==> src/rtl/fp_mul_sched.sv <==
// fp_mul_sched
// Round-robin scheduler that shares one floating-point multiply core among
// N_REQ requesters. Each requester may have at most one operation outstanding.
// A granted request is registered into the core operand outputs. A tag
// {valid, id, err} then travels down a MUL_LAT+1 deep shift register alongside
// the core pipeline. When the tag comes out of the last stage, the core result
// is latched into that requester's response slot.
//
// Ports
//   clk, rst           clock, synchronous active-high reset
//   en                 1 = grants allowed, 0 = stop granting and drain in-flight ops
//   idle               scheduler is in IDLE (nothing in flight, nothing granted)
//   req_valid/ready    per-requester request handshake (ready is a one-hot grant)
//   req_x/req_y        per-requester 32-bit operands, slice i = [32*i +: 32]
//   req_rmode          per-requester 3-bit rounding mode, slice i = [3*i +: 3]
//   rsp_valid/ready    per-requester response handshake
//   rsp_z              per-requester 32-bit result
//   rsp_flags          per-requester {err, ovrf, udrf}
//   mul_fp_X/Y/r_mode  registered operands to the multiply core
//   mul_fp_Z/ovrf/udrf core result, valid MUL_LAT cycles after the operands

module fp_mul_sched #(
  parameter int N_REQ   = 4,
  parameter int MUL_LAT = 0
) (
  input  logic                 clk,
  input  logic                 rst,
  input  logic                 en,
  output logic                 idle,
  input  logic [N_REQ-1:0]     req_valid,
  output logic [N_REQ-1:0]     req_ready,
  input  logic [32*N_REQ-1:0]  req_x,
  input  logic [32*N_REQ-1:0]  req_y,
  input  logic [3*N_REQ-1:0]   req_rmode,
  output logic [N_REQ-1:0]     rsp_valid,
  input  logic [N_REQ-1:0]     rsp_ready,
  output logic [32*N_REQ-1:0]  rsp_z,
  output logic [3*N_REQ-1:0]   rsp_flags,
  output logic [31:0]          mul_fp_X,
  output logic [31:0]          mul_fp_Y,
  output logic [2:0]           mul_r_mode,
  input  logic [31:0]          mul_fp_Z,
  input  logic                 mul_ovrf,
  input  logic                 mul_udrf
);

  localparam int ID_W  = $clog2(N_REQ);
  localparam int DEPTH = MUL_LAT + 1;

  typedef enum logic [1:0] {
    ST_IDLE   = 2'd0,
    ST_ACTIVE = 2'd1,
    ST_DRAIN  = 2'd2
  } state_t;

  state_t          state;
  logic [ID_W-1:0] rr_ptr;
  logic [N_REQ-1:0] pend;

  // Tag pipeline that runs in step with the core pipeline.
  logic [DEPTH-1:0] tag_v;
  logic [DEPTH-1:0] tag_err;
  logic [ID_W-1:0]  tag_id [DEPTH];

  // Response slots, one per requester.
  logic [31:0] z_q     [N_REQ];
  logic [2:0]  flags_q [N_REQ];

  // Per-requester views of the packed operand buses.
  logic [31:0] x_arr  [N_REQ];
  logic [31:0] y_arr  [N_REQ];
  logic [2:0]  rm_arr [N_REQ];

  logic            found;
  logic            grant;
  logic [ID_W-1:0] win_id;
  logic [ID_W-1:0] win_next;
  logic [2:0]      sel_rm;
  logic            sel_err;
  logic [2:0]      fwd_rm;

  always_comb begin
    for (int i = 0; i < N_REQ; i++) begin
      x_arr[i]  = req_x[32*i +: 32];
      y_arr[i]  = req_y[32*i +: 32];
      rm_arr[i] = req_rmode[3*i +: 3];
    end
  end

  // The winner is the first eligible requester at or after rr_ptr, wrapping
  // around. A requester is eligible when it is valid and has nothing pending.
  always_comb begin : pick_winner
    int idx;
    logic [ID_W-1:0] cand;
    found  = 1'b0;
    win_id = '0;
    idx    = 0;
    cand   = '0;
    for (int k = 0; k < N_REQ; k++) begin
      idx = int'(rr_ptr) + k;
      if (idx >= N_REQ) idx = idx - N_REQ;
      cand = ID_W'(idx);
      if (!found && req_valid[cand] && !pend[cand]) begin
        found  = 1'b1;
        win_id = cand;
      end
    end
  end

  assign grant    = found && (state == ST_ACTIVE);
  assign win_next = (win_id == ID_W'(N_REQ - 1)) ? '0 : win_id + 1'b1;

  // Rounding modes above RMM are illegal. They are sent to the core as RNE,
  // and the substitution is reported back through the err flag.
  assign sel_rm  = rm_arr[win_id];
  assign sel_err = (sel_rm > 3'b100);
  assign fwd_rm  = sel_err ? 3'b000 : sel_rm;

  always_comb begin
    req_ready = '0;
    if (grant) req_ready[win_id] = 1'b1;
  end

  always_comb begin
    for (int i = 0; i < N_REQ; i++) begin
      rsp_z[32*i +: 32]    = z_q[i];
      rsp_flags[3*i +: 3]  = flags_q[i];
    end
  end

  assign idle = (state == ST_IDLE);

  // Consume, grant and capture never target the same slot on the same edge.
  // A slot with rsp_valid set is still pending, so it cannot be granted.
  // It also has no tag in flight, so it cannot be captured.
  always_ff @(posedge clk) begin
    if (rst) begin
      state      <= ST_IDLE;
      rr_ptr     <= '0;
      pend       <= '0;
      rsp_valid  <= '0;
      mul_fp_X   <= '0;
      mul_fp_Y   <= '0;
      mul_r_mode <= '0;
      tag_v      <= '0;
      tag_err    <= '0;
      for (int k = 0; k < DEPTH; k++) tag_id[k] <= '0;
      for (int i = 0; i < N_REQ; i++) begin
        z_q[i]     <= '0;
        flags_q[i] <= '0;
      end
    end else begin
      case (state)
        ST_IDLE:   if (en) state <= ST_ACTIVE;
        ST_ACTIVE: if (!en) state <= ST_DRAIN;
        ST_DRAIN: begin
          if (en)              state <= ST_ACTIVE;
          else if (pend == '0) state <= ST_IDLE;
        end
        default:   state <= ST_IDLE;
      endcase

      for (int i = 0; i < N_REQ; i++) begin
        if (rsp_valid[i] && rsp_ready[i]) begin
          rsp_valid[i] <= 1'b0;
          pend[i]      <= 1'b0;
        end
      end

      if (grant) begin
        pend[win_id] <= 1'b1;
        rr_ptr       <= win_next;
        mul_fp_X     <= x_arr[win_id];
        mul_fp_Y     <= y_arr[win_id];
        mul_r_mode   <= fwd_rm;
      end

      tag_v[0]   <= grant;
      tag_id[0]  <= win_id;
      tag_err[0] <= grant && sel_err;
      for (int k = 1; k < DEPTH; k++) begin
        tag_v[k]   <= tag_v[k-1];
        tag_id[k]  <= tag_id[k-1];
        tag_err[k] <= tag_err[k-1];
      end

      if (tag_v[DEPTH-1]) begin
        z_q[tag_id[DEPTH-1]]       <= mul_fp_Z;
        flags_q[tag_id[DEPTH-1]]   <= {tag_err[DEPTH-1], mul_ovrf, mul_udrf};
        rsp_valid[tag_id[DEPTH-1]] <= 1'b1;
      end
    end
  end

endmodule

==> config.mk <==
export PLATFORM = sky130hd
export DESIGN_NAME = fp_mul_sched
export DESIGN_NICKNAME = d
export VERILOG_FILES = /design/src/rtl/fp_mul_sched.sv
export SDC_FILE = /design/constraint.sdc
export NUM_CORES = 1
export LEC_CHECK = 0
export BUFFER_PORTS_ARGS = -buffer_cell sky130_fd_sc_hd__clkbuf_2
export CAP_MARGIN = 30
export CORE_AREA = 2 2 208 210
export CTS_CLUSTER_DIAMETER = 200
export DETAILED_ROUTE_END_ITERATION = 8
export DIE_AREA = 0 0 210 212
export PLACE_DENSITY_LB_ADDON = 0.1
export SLEW_MARGIN = 20
export SYNTH_ARGS = -nofsm -noshare
export SYNTH_HDL_FRONTEND = slang
export SYNTH_SLANG_ARGS = --single-unit
==> constraint.sdc <==
create_clock -name clk -period 2.6 [get_ports clk]
set_input_delay 0.26 -clock clk [delete_from_list [all_inputs] [get_ports clk]]
set_output_delay 0.26 -clock clk [all_outputs]
set_load 0.02 [all_outputs]
Word-level counts from Yosys, hierarchy flattened
Memory sizes are Yosys's and may differ from the RTL's.
Cells that the tools add are included.
{ "op_classes": {"addsub": 8, "magnitude_cmp": 14, "n_eq_ne": 6, "muxes": 81, "n_bitwise": 3, "reduce_logical": 28} }
{ "op_table": {"columns": ["op", "count"], "rows": [
  ["2-to-1 mux 32 bit", 5],
  ["binary-select mux 32 bit (select 2 bit)", 2],
  ["2-to-1 mux 1 bit", 39],
  ["2-to-1 mux 2 bit", 16],
  ["OR reduction 32 bit", 1],
  ["< comparator 2 x 3 -> 1 bit (second input constant)", 6],
  ["binary-select mux 1 bit (select 2 bit)", 8],
  ["logical AND 1 bit", 15],
  [">= comparator 3 bit (second input constant)", 4],
  ["2-to-1 mux 3 bit", 4],
  ["2-to-1 mux 4 bit", 3],
  ["bitwise OR 4 bit", 2],
  ["subtractor 2 x 1 -> 2 bit (second input constant)", 4],
  ["zero test 1 bit", 7],
  ["adder 2 x 2 -> 3 bit (second input constant)", 2],
  ["binary-select mux 3 bit (select 2 bit)", 1],
  ["case mux 2 bit (3 select lines)", 1],
  ["demux 1 bit (select 2 bit)", 2],
  ["== test 2 bit (second input constant)", 2],
  [">= comparator 2 x 1 -> 1 bit (second input constant)", 2],
  ["zero test 4 bit", 1],
  ["!= test 2 bit (second input constant)", 2],
  ["adder 2 x 1 -> 3 bit (second input constant)", 1],
  [">= comparator 2 x 3 -> 1 bit (second input constant)", 1],
  ["9 further kinds", 9]
]} }
{ "totals": {"ff_bits": 81, "ram_bits": 142, "wordCells": 152, "mem_count": 3} }
{ "memory_table": {"columns": ["memory", "words", "width", "rd", "rd_ports_with_merged_regs", "wr", "line", "rtl"], "rows": [
  ["z_q", 4, 32, 4, 0, 4, "66", "logic [31:0] z_q [N_REQ];"],
  ["flags_q", 4, 3, 4, 0, 4, "67", "logic [2:0] flags_q [N_REQ];"],
  ["tag_id", 1, 2, 1, 0, 1, "63", "logic [ID_W-1:0] tag_id [DEPTH];"]
]} }

Longest topological paths before layout
{ "depth": {"word_depth": 25, "mapped_depth": 10, "ltp_nobuf": 8} }

Least setup slack after synthesis
OpenSTA, ideal clock, no wires.
{ "synth_timing": {"path_kind": "register -> register", "startpoint": "reg pend[3]", "endpoint": "reg pend[1]", "setup_ns": 0.128, "t_arrival_ns": 1.891, "required_ns": 2.472, "setup_slack_ns": 0.581, "stages_incl_launch_ff": 11, "synth_period_minus_slack_ns": 2.019, "path_cell_list": "dfxtp_1 -> nand2b_4 -> a21bo_1 -> a22oi_2 -> buf_2 -> buf_4 -> inv_1 -> ha_1 -> and2_1 -> a21oi_1 -> nor2_1"} }
{ "synth_via": {"elab_chain_len": 23, "elab_cells_between_ends": 38, "classes_between": "order compare: 2; mux: 19; bitwise: 1; reduce/logical: 16"} }
{ "synth_rtl": {"columns": ["item", "line", "rtl"], "rows": [
  ["from (decl)", "58", "logic [N_REQ-1:0] pend;"],
  ["from (signal assigned)", "140", "pend <= '0;"],
  ["from (signal, indexed assignment)", "166", "pend[i] <= 1'b0;"],
  ["from (signal, indexed assignment)", "171", "pend[win_id] <= 1'b1;"],
  ["binary-select mux 1 bit (select 2 bit)", "103", "if (!found && req_valid[cand] && !pend[cand]) begin"],
  ["2-to-1 mux 1 bit (implied by the code)", "103", null],
  ["zero test 1 bit", "103", null],
  ["logical AND 1 bit", "103", null],
  ["2-to-1 mux 1 bit", "103", null],
  ["zero test 1 bit", "103", null],
  ["logical AND 1 bit (2 in a row)", "103", null],
  ["2-to-1 mux 1 bit", "103", null],
  ["(+7 left out)", null, null],
  ["2-to-1 mux 2 bit (*)", "103", null],
  ["via win_id[1]", "76", "logic [ID_W-1:0] win_id;"],
  ["< comparator 2 x 3 -> 1 bit (implied by the code) or >= comparator 2 x 1 -> 1 bit (tied branches)", "171", null],
  ["logical AND 1 bit (implied by the code)", "171", null],
  ["2-to-1 mux 1 bit (implied by the code)", "171", null],
  ["demux 1 bit (select 2 bit) (*)", "171", null],
  ["bitwise OR 4 bit (no line) (*)", null, null],
  ["2-to-1 mux 4 bit (*)", "170", "if (grant) begin"]
]} }
Mark *: on every way through the listed nets, which the timed path passes. The rest lies on a longest branch. The select of a mux whose other input is x is not followed.
A chain may end at the register's enable or synchronous reset.

Worst setup path in the final report
{ "layout_timing": {"startpoint": "reg rr_ptr[1]", "endpoint": "out req_ready[2]"} }
{ "layout_via": {"elab_chain_len": 24, "elab_cells_between_ends": 60, "classes_between": "add/sub: 7; order compare: 6; mux: 31; reduce/logical: 16"} }
{ "layout_rtl": {"columns": ["item", "line", "rtl"], "rows": [
  ["from (decl)", "57", "logic [ID_W-1:0] rr_ptr;"],
  ["from (signal assigned)", "172", "rr_ptr <= win_next;"],
  [">= comparator 2 x 3 -> 1 bit or subtractor 2 x 1 -> 2 bit (tied branches)", "101", "if (idx >= N_REQ) idx = idx - N_REQ;"],
  ["2-to-1 mux 2 bit", "101", null],
  ["binary-select mux 1 bit (select 2 bit)", "103", null],
  ["2-to-1 mux 1 bit (implied by the code)", "103", null],
  ["zero test 1 bit", "103", null],
  ["logical AND 1 bit", "103", null],
  ["2-to-1 mux 1 bit", "103", null],
  ["zero test 1 bit", "103", null],
  ["(+7 left out)", null, null],
  ["zero test 1 bit", "103", null],
  ["logical AND 1 bit (2 in a row)", "103", null],
  ["2-to-1 mux 2 bit", "103", null],
  ["< comparator 2 x 3 -> 1 bit (implied by the code) or >= comparator 2 x 1 -> 1 bit (tied branches)", "121", "if (grant) req_ready[win_id] = 1'b1;"],
  ["logical AND 1 bit (implied by the code)", "121", null],
  ["2-to-1 mux 1 bit (implied by the code)", "121", null],
  ["demux 1 bit (select 2 bit)", "121", null],
  ["2-to-1 mux 4 bit (*)", "121", null],
  ["to (decl)", "31", "output logic [N_REQ-1:0] req_ready,"]
]} }
Every way passes the cells marked *; elsewhere a longest branch is shown, timed or not. The select of a mux whose other input is x is not followed.

==> metrics.log <==
INFO  metric run_status = complete, no violations
INFO  metric drt-wirelength-per-cell = 19.56 um
INFO  metric synth.top_cell.area_share = 42.62%
INFO  metric row_count = 76
INFO  metric clockPowerShare = 38.3%
INFO  metric worst_slack = 0.1082 ns
INFO  metric crit_path_start_kind = flip-flop
INFO  metric worst-setup-path-type = flip-flop to primary output
INFO  metric synth.distinct_cells = 41
INFO  metric tritoncts_buffer_count = 28
INFO  metric synth_async_sr_flop_share = 0%
INFO  metric nNetsFinal = 1726
INFO  metric drt_pre_antenna_iters = 6
INFO  metric finalMaxSlewViolations = 0
INFO  metric syn2layout_area_growth = 44.84%
INFO  metric p_leak = 0.006700 uW
INFO  metric synth_mux_area_share = 13.61%
INFO  metric hold_ws = between 0.04 and 0.05 ns
INFO  metric skew = 0.009100 ns
INFO  metric postSynthNetCount = ~1200
INFO  metric globalRouteOverflowTotal = 0
INFO  metric die-height = 212 um
INFO  metric min-delay-start = mul_fp_Z[23]
INFO  metric seq_power_share = 41.5%
INFO  metric netlist_top_cells_area = edfxtp_1 (43%), dfxtp_1 (17%), mux2i_1 (13%)
INFO  metric fin_crit_sh = 95.84%
INFO  metric max_cap_violations = 0
INFO  metric io-pin-count = 529
INFO  metric max-clock-path-buffers = 3
INFO  metric clock_sink_count = 223
INFO  metric place_congestion = between 0.8 and 0.9
INFO  metric fin_tns_setup = 0 ns
INFO  metric postSynthCellCount = 871
INFO  metric setup_violations = 0
INFO  metric synth_area_leader_cell = edfxtp_1
INFO  metric synth_compound_area_share = 8.777%
INFO  metric core_region_area = between 40000 and 50000 um^2
INFO  metric yosys_warnings = 0
INFO  metric timing.reg2reg.worst_path_depth = 9
INFO  metric finalWorstPathRequiredPeriod = 2.492 ns
INFO  metric dieWidth = 210 um
INFO  metric timing.critical_path.mode_cell = buf_6
INFO  metric antenna_violations_before_repair = 4
INFO  metric synth_edf_count = 140
INFO  metric cells_traversed_along_the_worst_timing_path = a21bo_1 -> a22oi_2 -> buf_6 -> buf_6 -> buf_4 -> ha_1 -> and2_1 -> clkbuf_2
INFO  metric worstSkewPairLatency = 0.54 ns
INFO  metric place.port_buffers = 528
INFO  metric worst_slew_pin_slew = 0.6021 ns
INFO  metric crit_arrival = around 2.2 ns
INFO  metric floorplan.die_area = 44520 um^2
INFO  metric postLayoutCellArea = approximately 14000 um^2
INFO  metric worst-path-max-fanout = 7
INFO  metric maxClockFrequency = 401.3 MHz
INFO  metric slew_headroom = 59.86%
INFO  metric placedInstanceArea = approximately 13000 um^2
INFO  metric ys_ff_latch = about 220
INFO  metric worst_ep_required_time = 2.34 ns
INFO  metric synth.yosys.seq_area_share = approximately three fifths
INFO  metric initial_core_utilization = 23.21%
INFO  metric post_synth.cell_area_avg = 11.33 um^2
INFO  metric worst_hold_path_type = input port to flip-flop
INFO  metric hold_path_end = z_q[3][23]$_DFFE_PP_
INFO  metric worst_r2r_startpoint = rr_ptr[1]$_SDFFE_PP0P_
INFO  metric detailed_place_hpwl = 28630 um
INFO  metric route.antenna.remaining_nets = 0
INFO  metric hold_violations = 0
INFO  metric grt_max_degree = 69
INFO  metric numPlacedInstances = 1914
INFO  metric hold_path_depth = 3
INFO  metric synth_area = 9864 um^2
INFO  metric dominantRegCellSynth = edfxtp_1
INFO  metric ys_top_cells_by_count = nand2_1 (170), edfxtp_1 (140), mux2i_1 (133)
INFO  metric rrSetupSlack = 0.31 ns
INFO  metric r2r_end = mul_fp_X[4]$_SDFFE_PP0P_
INFO  metric worst_setup_path_end_kind = primary output
INFO  metric grt_first_pass_wirelength = 55430 um
INFO  metric synthXorXnorAreaFrac = 0.08879%
INFO  metric p_int = 6988 uW
INFO  metric irDropWorstVdd = about 0.50 mV
INFO  metric post-synth-top-count-cell = nand2_1
INFO  metric pwr_density_cell = between 600 and 700 nW/um^2
INFO  metric clk_pin_slew = 0.06 ns
INFO  metric post_route_cells_drive_above_1_share = 43.78%
INFO  metric slowest_stage = dfxtp_1
INFO  metric critical_path.max_stage_delay = 0.45 ns
INFO  metric yosys.area_share.simple = approximately 13%
INFO  metric adder_cell_share_of_the_synthesized_area = less than 1%
INFO  metric post_detailed_route_via_to_cell_ratio = between 4 and 5
INFO  metric post-place-ws = slightly above 0.3 ns
INFO  metric combinationalPowerShare = 20.2%
INFO  metric totalWireLength = 38730 um
INFO  metric total_switching_power = approximately 2800 uW
INFO  metric first_global_vias = approximately 8900
INFO  metric grt_use_total = approximately 17%
INFO  metric cts_max_level = 1
INFO  metric swShare = between 20% and 30%
INFO  metric detail_route.drc_violations = 0
INFO  metric final_cell_count_no_fill = about 2000
INFO  metric via_count = between 8000 and 9000
INFO  metric first_iter_violations = approximately 340
INFO  metric synth_top_family_by_area = multiplexers
INFO  metric ctsRootBufferMaster = clkbuf_16
INFO  metric tritoncts = yes
## timing repair
action / 4_1_cts / 5_1_grt
hold buffers: 3 / 0
endpoints found under the hold margin: 4 / 0
gates resized for setup: 4 / 14
buffers inserted: 3 / 3
pin swaps: 1 / 1
endpoints found under the setup margin: 4 / 4
gates cloned: 1 / 1
## logic make-up (layout without fill, tap and decap cells)
kind of cell,count (synthesis),after routing
compound gates,93,93
simple gates,316,316
other cells,0,4
xor+xnor,1,1
fa+ha+maj,4,4
buf+inv,100,659
mux,134,134
flops,223,223
## layer usage
layer | wire length, um | vias to the layer above | GRT usage (%)
met5 | 0 | - | 0
met4 | 800 | 0 | 4.842
met3 | 3244 | 47 | 4.742
met2 | 19150 | 366 | 29.28
met1 | 15530 | 4118 | 19.61
li1 | - | 4170 | -
## power by group through the flow
stage               Combinational [uW]  Clock (uW)  Sequential, uW
detailed placement                1930           0            4130
floorplan                          905           0            4370
global placement                  1930           0            4130
global route                      2150        4020            4080
CTS                               1980        3890            4060
finish                            1970        3740            4060
## stage by stage
step | total power [uW] | utilization, %
floorplan | 5272 | -
global placement | 6062 | 31.11
detailed placement | 6064 | 31.11
CTS | 9924 | 33.39
global route | 10250 | 33.61
finish | 9768 | 33.61
## how the worst max path moves through the flow
stage,to,startpoint,depth (start not counted)
after global placement,mul_fp_X[23]$_SDFFE_PP0P_,pend[1]$_SDFF_PP0_,8
after global routing,req_ready[2],rr_ptr[1]$_SDFFE_PP0P_,8
after CTS,req_ready[0],pend[2]$_SDFF_PP0_,6
after floorplan,pend[1]$_SDFF_PP0_,pend[3]$_SDFF_PP0_,10
after detailed placement,mul_fp_X[23]$_SDFFE_PP0P_,pend[3]$_SDFF_PP0_,8
final,req_ready[2],rr_ptr[1]$_SDFFE_PP0P_,8
## placed cells by master, fill, tap and decap left out, types with 8 or more instances in the layout
master	n
nand2_1	170
clkbuf_16	30
mux2i_1	133
nor2_1	118
dfxtp_1	82
a21oi_1	8
buf_4	31
edfxtp_1	140
inv_1	37
clkbuf_2	525
a32o_1	66
## worst max-delay path, delay by kind of cell, from the launching register on
family | cells | cell delay (ns)
compound gates | 2 | 0.38
flops | 1 | 0.45
buf+inv | 4 | 0.56
simple gates | 1 | 0.16
fa+ha+maj | 1 | 0.11
## sequential cells by signal (all words and copies together), names as in the netlist
signal,count
flags_q,12
mul_fp_X,32
mul_fp_Y,32
mul_r_mode,3
pend,4
rr_ptr,2
rsp_valid,4
state,2
tag_err,1
tag_id,2
tag_v,1
z_q,128
## area by class of cell
cell class / count / area, um^2
Clock buffer: 35 / 748.2
Clock inverter: 16 / 125.1
Inverter: 38 / 147.6
Multi-Input combinational cell: 548 / 3596
Timing Repair Buffer: 570 / 3110
Tap cell: 546 / 683.2
Antenna cell: 4 / 10.01
Sequential cell: 223 / 5867
Fill cell: 4501 / 28220
Note: power is estimated with default switching activity, not from simulation.
